[src/rtl/ffe_pkg.sv]
`default_nettype none
// ============================================================================
// ffe_pkg : shared FFE constants, controller state encoding, tap-count clamp
// Rev 1.0
// ============================================================================
package ffe_pkg;

  localparam int unsigned FFE_MAX_TAPS = 8;
  localparam int unsigned FFE_CNT_W    = 16;

  typedef enum logic [0:0] {
    L_IDLE = 1'b0,
    L_RUN  = 1'b1
  } ffe_state_t;

  // Zero or out-of-range tap counts fall back to the full filter length
  function automatic int unsigned clamp_taps(input int unsigned taps,
                                             input int unsigned max_taps);
    return ((taps == 0) || (taps > max_taps)) ? max_taps : taps;
  endfunction

endpackage
`default_nettype wire

[src/rtl/ffe_tap_sequencer_if.sv]
`default_nettype none
// ============================================================================
// ffe_tap_sequencer_if : sample handshake, config and MAC control bundle
// Rev 1.0
// ============================================================================
interface ffe_tap_sequencer_if
  import ffe_pkg::*;
#(
  parameter int MAX_TAPS = FFE_MAX_TAPS,
  parameter int CNT_W    = FFE_CNT_W
) ();

  localparam int ADDR_SIZE = (MAX_TAPS > 1) ? $clog2(MAX_TAPS) : 1;

  logic                 load;
  logic [ADDR_SIZE:0]   cfg_taps;
  logic                 in_valid;
  logic                 in_ready;
  logic                 shift_en;
  logic                 acc_dump;
  logic                 out_valid;
  logic [ADDR_SIZE-1:0] rd_addr;
  logic                 busy;
  logic [CNT_W-1:0]     sym_cnt;

  modport master (
    output load, cfg_taps, in_valid,
    input  in_ready, shift_en, acc_dump, out_valid, rd_addr, busy, sym_cnt
  );

  modport slave (
    input  load, cfg_taps, in_valid,
    output in_ready, shift_en, acc_dump, out_valid, rd_addr, busy, sym_cnt
  );

endinterface
`default_nettype wire

[src/rtl/ffe_tap_sequencer.sv]
`default_nettype none
// ============================================================================
// ffe_tap_sequencer : walks the FFE tap address, emits shift/dump strobes
// Rev 1.0
// ============================================================================
module ffe_tap_sequencer
  import ffe_pkg::*;
#(
  parameter int MAX_TAPS  = FFE_MAX_TAPS,
  parameter int ADDR_SIZE = (MAX_TAPS > 1) ? $clog2(MAX_TAPS) : 1,
  parameter int CNT_W     = FFE_CNT_W
) (
  input  wire logic ffe_clk,
  input  wire logic rst,
  ffe_tap_sequencer_if.slave bus
);

  localparam int TAP_W = ADDR_SIZE + 1;

  ffe_state_t           state_q, state_d;
  logic [ADDR_SIZE-1:0] rd_addr_q, rd_addr_d;
  logic [TAP_W-1:0]     n_q, n_d;
  logic                 primed_q, primed_d;
  logic [CNT_W-1:0]     sym_cnt_q, sym_cnt_d;

  logic                 shift_w;
  logic                 dump_w;
  logic [TAP_W-1:0]     addr_ext_w;
  logic [TAP_W-1:0]     n_m1_w;
  logic                 at_zero_w;
  logic                 at_last_w;
  logic                 addr_oob_w;

  assign addr_ext_w = {1'b0, rd_addr_q};
  assign n_m1_w     = n_q - TAP_W'(1);
  assign at_zero_w  = (rd_addr_q == '0);
  assign at_last_w  = (addr_ext_w == n_m1_w);
  assign addr_oob_w = (addr_ext_w >= n_q);

  always_comb begin
    state_d   = state_q;
    rd_addr_d = rd_addr_q;
    n_d       = n_q;
    primed_d  = primed_q;
    sym_cnt_d = sym_cnt_q;
    shift_w   = 1'b0;
    dump_w    = 1'b0;

    case (state_q)
      L_IDLE: begin
        rd_addr_d = '0;
        primed_d  = 1'b0;
        if (bus.load) begin
          state_d = L_RUN;
          n_d     = TAP_W'(clamp_taps(32'(bus.cfg_taps), 32'(MAX_TAPS)));
        end
      end

      L_RUN: begin
        if (addr_oob_w) begin
          rd_addr_d = '0;
        end else if (at_zero_w) begin
          if (bus.in_valid) begin
            shift_w   = 1'b1;
            sym_cnt_d = sym_cnt_q + CNT_W'(1);
            rd_addr_d = n_m1_w[ADDR_SIZE-1:0];
            // With a single tap the shift cycle also ends the symbol
            if ((n_q == TAP_W'(1)) && !bus.load) begin
              state_d = L_IDLE;
            end
          end else if (!bus.load) begin
            state_d = L_IDLE;
          end
        end else if (rd_addr_q == ADDR_SIZE'(1)) begin
          rd_addr_d = '0;
          if (!bus.load) begin
            state_d = L_IDLE;
          end
        end else begin
          rd_addr_d = rd_addr_q - ADDR_SIZE'(1);
        end

        // At address 0 (N=1) the dump rides on the shift, so a stall blocks it
        if (!addr_oob_w && at_last_w && (!at_zero_w || bus.in_valid)) begin
          dump_w   = 1'b1;
          primed_d = 1'b1;
        end
      end

      default: begin
        state_d   = L_IDLE;
        rd_addr_d = '0;
      end
    endcase
  end

  always_ff @(posedge ffe_clk or negedge rst) begin
    if (!rst) begin
      state_q   <= L_IDLE;
      rd_addr_q <= '0;
      n_q       <= TAP_W'(MAX_TAPS);
      primed_q  <= 1'b0;
      sym_cnt_q <= '0;
    end else begin
      state_q   <= state_d;
      rd_addr_q <= rd_addr_d;
      n_q       <= n_d;
      primed_q  <= primed_d;
      sym_cnt_q <= sym_cnt_d;
    end
  end

  assign bus.shift_en  = shift_w;
  assign bus.in_ready  = shift_w;
  assign bus.acc_dump  = dump_w;
  assign bus.out_valid = dump_w & primed_q;
  assign bus.rd_addr   = rd_addr_q;
  assign bus.busy      = (state_q == L_RUN);
  assign bus.sym_cnt   = sym_cnt_q;

endmodule
`default_nettype wire

[src/flat_wrapper.sv]
// flat-port wrapper written by rule: the top's interface ports become plain ports
module ffe_tap_sequencer_flat import ffe_pkg::*;
#(
  parameter int MAX_TAPS  = FFE_MAX_TAPS,
  parameter int ADDR_SIZE = (MAX_TAPS > 1) ? $clog2(MAX_TAPS) : 1,
  parameter int CNT_W     = FFE_CNT_W
)
  (ffe_clk, rst, bus_load, bus_cfg_taps, bus_in_valid, bus_in_ready, bus_shift_en, bus_acc_dump, bus_out_valid, bus_rd_addr, bus_busy, bus_sym_cnt);
  ffe_tap_sequencer_if #(.MAX_TAPS(MAX_TAPS), .CNT_W(CNT_W)) bus_i ();
  input  wire logic ffe_clk;
  input  wire logic rst;
  input wire logic [$bits(bus_i.load)-1:0] bus_load;
  input wire logic [$bits(bus_i.cfg_taps)-1:0] bus_cfg_taps;
  input wire logic [$bits(bus_i.in_valid)-1:0] bus_in_valid;
  output wire logic [$bits(bus_i.in_ready)-1:0] bus_in_ready;
  output wire logic [$bits(bus_i.shift_en)-1:0] bus_shift_en;
  output wire logic [$bits(bus_i.acc_dump)-1:0] bus_acc_dump;
  output wire logic [$bits(bus_i.out_valid)-1:0] bus_out_valid;
  output wire logic [$bits(bus_i.rd_addr)-1:0] bus_rd_addr;
  output wire logic [$bits(bus_i.busy)-1:0] bus_busy;
  output wire logic [$bits(bus_i.sym_cnt)-1:0] bus_sym_cnt;
  assign bus_i.load = bus_load;
  assign bus_i.cfg_taps = bus_cfg_taps;
  assign bus_i.in_valid = bus_in_valid;
  assign bus_in_ready = bus_i.in_ready;
  assign bus_shift_en = bus_i.shift_en;
  assign bus_acc_dump = bus_i.acc_dump;
  assign bus_out_valid = bus_i.out_valid;
  assign bus_rd_addr = bus_i.rd_addr;
  assign bus_busy = bus_i.busy;
  assign bus_sym_cnt = bus_i.sym_cnt;
  ffe_tap_sequencer #(.MAX_TAPS(MAX_TAPS), .ADDR_SIZE(ADDR_SIZE), .CNT_W(CNT_W)) u_core (.ffe_clk(ffe_clk), .rst(rst), .bus(bus_i));
endmodule
[config.mk]
export PLATFORM = sky130hd
export DESIGN_NAME = ffe_tap_sequencer_flat
export DESIGN_NICKNAME = d
export VERILOG_FILES = /design/src/rtl/ffe_pkg.sv /design/src/rtl/ffe_tap_sequencer_if.sv /design/src/rtl/ffe_tap_sequencer.sv /design/src/flat_wrapper.sv
export SDC_FILE = /design/constraint.sdc
export NUM_CORES = 1
export LEC_CHECK = 0
export CORE_MARGIN = 5
export CORE_UTILIZATION = 44
export DETAILED_ROUTE_END_ITERATION = 8
export GPL_ROUTABILITY_DRIVEN = 1
export PLACE_DENSITY = 0.76
export SLEW_MARGIN = 40
export SYNTH_ARGS = -nofsm -noshare
export SYNTH_HDL_FRONTEND = slang
export SYNTH_SLANG_ARGS = --single-unit
[constraint.sdc]
create_clock -name ffe_clk -period 2.5 [get_ports ffe_clk]
set_clock_uncertainty 0.15 [all_clocks]
set_input_delay 0.625 -clock ffe_clk [delete_from_list [all_inputs] [get_ports ffe_clk]]
set_output_delay 0.625 -clock ffe_clk [all_outputs]
set_load 0.02 [all_outputs]
==> results of run 1 <==
report_power, final:
part           leakage, nW  switching, mW  internal (mW)
Sequential           0.323          0.104          0.512
Clock               0.0139          0.128         0.0611
Combinational        0.596          0.713          0.747
metal layers:
metal  track usage [%]  part of all wire [%]  wire, um  vias to the layer above
met5                 0                     0         0                        -
met4              6.48                   1.1        34                        0
met3              3.93                   5.1       158                        4
met2              28.4                    50      1560                       26
met1              18.8                    44      1370                      519
li1                  -                     -         -                      567
what timing repair did:
action                                  in CTS  in global routing
endpoints found under the setup margin       4                  5
pin swaps                                    1                  3
gates resized for setup                     29                  1
buffers inserted                             2                  2
cell usage after synthesis:
cell	instances	area share [%]
a2111oi_0	1	0.64
mux2_2	1	0.82
xnor2_1	11	7.1
dfstp_2	1	1.9
ha_1	9	8.2
nor2_2	1	0.46
dfrtp_1	24	44
nor4_1	2	0.92
and3_1	1	0.46
o21bai_1	2	1.1
and3b_1	1	0.64
nor2_1	6	1.6
nand3_1	5	1.8
nor3_2	1	0.73
and4_1	1	0.64
nor3_1	5	1.8
a32oi_1	2	1.3
nand2b_1	5	2.3
clkbuf_1	1	0.27
nand4_1	3	1.4
a311oi_1	1	0.64
nor3_4	1	1.2
nand2_1	15	4.1
o41ai_4	1	2.0
and2_1	1	0.46
nor3b_1	1	0.55
a21o_1	1	0.55
o21ai_0	4	1.5
o2111ai_1	1	0.64
buf_4	1	0.55
xor2_1	9	5.8
inv_1	9	2.5
mux2i_1	2	1.5
cell families (layout without fill, tap and decap cells):
| logic type | count (synthesis) | after routing | share of synthesized area (%) |
|---|---|---|---|
| muxes | 3 | 3 | 2.29 |
| and+or+nand+nor | 49 | 49 | 19.1 |
| xor gates and xnor gates | 20 | 20 | 12.8 |
| buffers and inverters | 11 | 73 | 3.30 |
| AOI/OAI and AO/OA | 13 | 13 | 8.33 |
| adders and majority gates | 9 | 9 | 8.24 |
| DFF | 25 | 25 | 45.9 |
area by class of cell:
cell class | count | area [um2]
Clock buffer | 3 | 22.5
Clock inverter | 1 | 7.51
Fill cell | 229 | 950
Inverter | 9 | 33.8
Multi-Input combinational cell | 94 | 787
Sequential cell | 25 | 632
Tap cell | 44 | 55.1
Timing Repair Buffer | 60 | 541
per-stage QoR:
stage	power, mW	cells	setup TNS, ns	cell area, um2	hold WS, ns
floorplan	1.37	130	-0.118	1450	0.179
global route	2.43	236	-1.15	2080	0.346
global placement	1.94	230	-2.09	2000	0.310
CTS	2.26	235	-0.943	2070	0.334
finish	2.26	236	-0.803	2080	0.329
detailed placement	1.98	230	-2.12	2000	0.312
sequential cells by signal, indices dropped and copies added, names as in the netlist:
register,flops
u_core.bus.busy,1
u_core.bus.rd_addr,3
u_core.bus.sym_cnt,16
u_core.n_q,4
u_core.primed_q,1
worst max path at each step:
stage	startpoint	endpoint	slack, ns	depth (start not counted)
2_1_floorplan	u_core.bus.rd_addr[2]	bus_out_valid	-0.06	5
3_3_place_gp	bus_in_valid	bus_out_valid	-0.63	5
5_1_grt	u_core.n_q[1]	bus_out_valid	-0.36	9
4_1_cts	u_core.n_q[1]	bus_out_valid	-0.30	9
6_report	u_core.n_q[1]	bus_out_valid	-0.28	9
3_5_place_dp	bus_in_valid	bus_out_valid	-0.64	5
==> key figures, run 1 <==
Outcome
  • Outcome: finished, violations left
  • Failing checks: negative setup slack

Timing
  • Setup violators final: 4
  • Crit path time final: 2.78 ns
  • F_max: 360 MHz
  • Worst-margin pin slew: around 0.39 ns
  • Slew Viols, Final: 0
  • Final hold violations: 0
  • Final worst-path cycle share: 111%
  • Slew HR: 73.6%
  • RSZ-0062 raised after global routing: yes
  • Post-route setup slack: -0.276 ns

Critical path
  • Most frequent cell on the critical path: buf_6
  • CP bufs+invs: 4
  • CP max-delay cell: dfrtp_1
  • WP data required: 1.73 ns
  • Reg-to-reg slack, setup: 0.09 ns
  • Reg2reg start: u_core.n_q[0]
  • CP Class: reg -> out
  • Crit. End Element: output pin
  • Startpoint types: flop
  • Peak fanout along the critical path: 2
  • Critical-path cell list: inv_2 > buf_6 > ha_4 > nor2_2 > o41ai_4 > buf_4 > nor4_4 > and2_4 > buf_6
  • R2r endpoint: u_core.bus.sym_cnt[13]
  • Max incr delay on CP: 0.39 ns
  • R2R depth: 9
  • WP data arrival: 2.00 ns
  • CP delay by family, top: buffers and inverters

Detailed routing
  • Pre-antenna DRT Iters: 4
  • Post-route ant nets: 0
  • DR vias: 1116
  • DR vias/cell: around 4.7
  • Detailed-route wire length per cell: 13.2 um
  • # DRC: 0
  • Number of DRC markers in iteration 0: 23
  • WL final: 3.12 mm

Placed design
  • PortBufs: 31
  • DP Wirelength: 2.46 mm
  • Gpl congestion: 0.858
  • Post-Place Setup Slack: -0.640 ns

Clock tree
  • Root buf cell: clkbuf_4
  • Clk sinks: 25
  • Post-CTS Hold Buffers: 0
  • H-Tree Depth: 1
  • Clk_lat worst skew: between 0.3 and 0.4 ns
  • Total CTS buffers: 3
  • Max Root-Sink Buffers: 2
  • Clk slew on worst S/H paths: 0.14 ns
  • CTS tree: yes

Floorplan
  • Num ports: 32
  • FP Rows: 20
  • Die span in y: 65.7 um
  • Die Wd: approximately 66 um
  • DIE AREA: 4320 um2
  • Core area: 3030 um2
  • Starting density of the core: a little under half

Global routing
  • Gr usage total: 16.2%
  • Global-route wire length before repair: 5.32 mm
  • Antenna violations before repair: 0
  • Largest net degree at the start of global routing: 26
  • GR Overflow Total: 0
  • Vias in the first global route: ~1200

Synthesis
  • Syn Inst Count: 130
  • Synth warn: 0
  • Sequential area share after synthesis: a little under half
  • Unique masters post-synth: 33
  • Syn avg cell area: between 10 and 15 um2
  • Post-Syn Area: 1370 um2
  • Register bit count reported by yosys: 25
  • Post-synth net total: between 100 and 150

Hold path
  • Worst Hold Path EP: u_core.bus.sym_cnt[15]
  • Worst min path class: reg -> reg
  • Cell depth of the worst min-delay path: 1
  • Min-delay src: u_core.bus.sym_cnt[15]

Finish
  • Layout cells sized above 1: 31.3%
  • P&R area growth vs syn: 52.1%
  • Final core occ: approximately two thirds
  • Inserted Diodes: 0
  • NumNets Final: between 200 and 250
  • Most frequent cells in the layout: 27 x clkdlybuf4s50_1, 27 x buf_4, 20 x dfrtp_1

Power
  • Pwr dens: 1090 nW/um2
  • Leakage: 0.934 nW
  • Worst VDD drop: just over 0.0006 V

Flow run
  • Max cap viols: 0
Power figures use the tool's default switching activity.
==> run 2, diff against run 1 <==
--- a/config.mk
+++ b/config.mk
@@ -5,6 +5,7 @@
 export SDC_FILE = /design/constraint.sdc
 export NUM_CORES = 1
 export LEC_CHECK = 0
+export CAP_MARGIN = 20
 export CORE_MARGIN = 5
 export CORE_UTILIZATION = 44
 export DETAILED_ROUTE_END_ITERATION = 8
==> results of run 2 <==
Same layout as run 1: the final DEF is identical, and so are final timing and power.
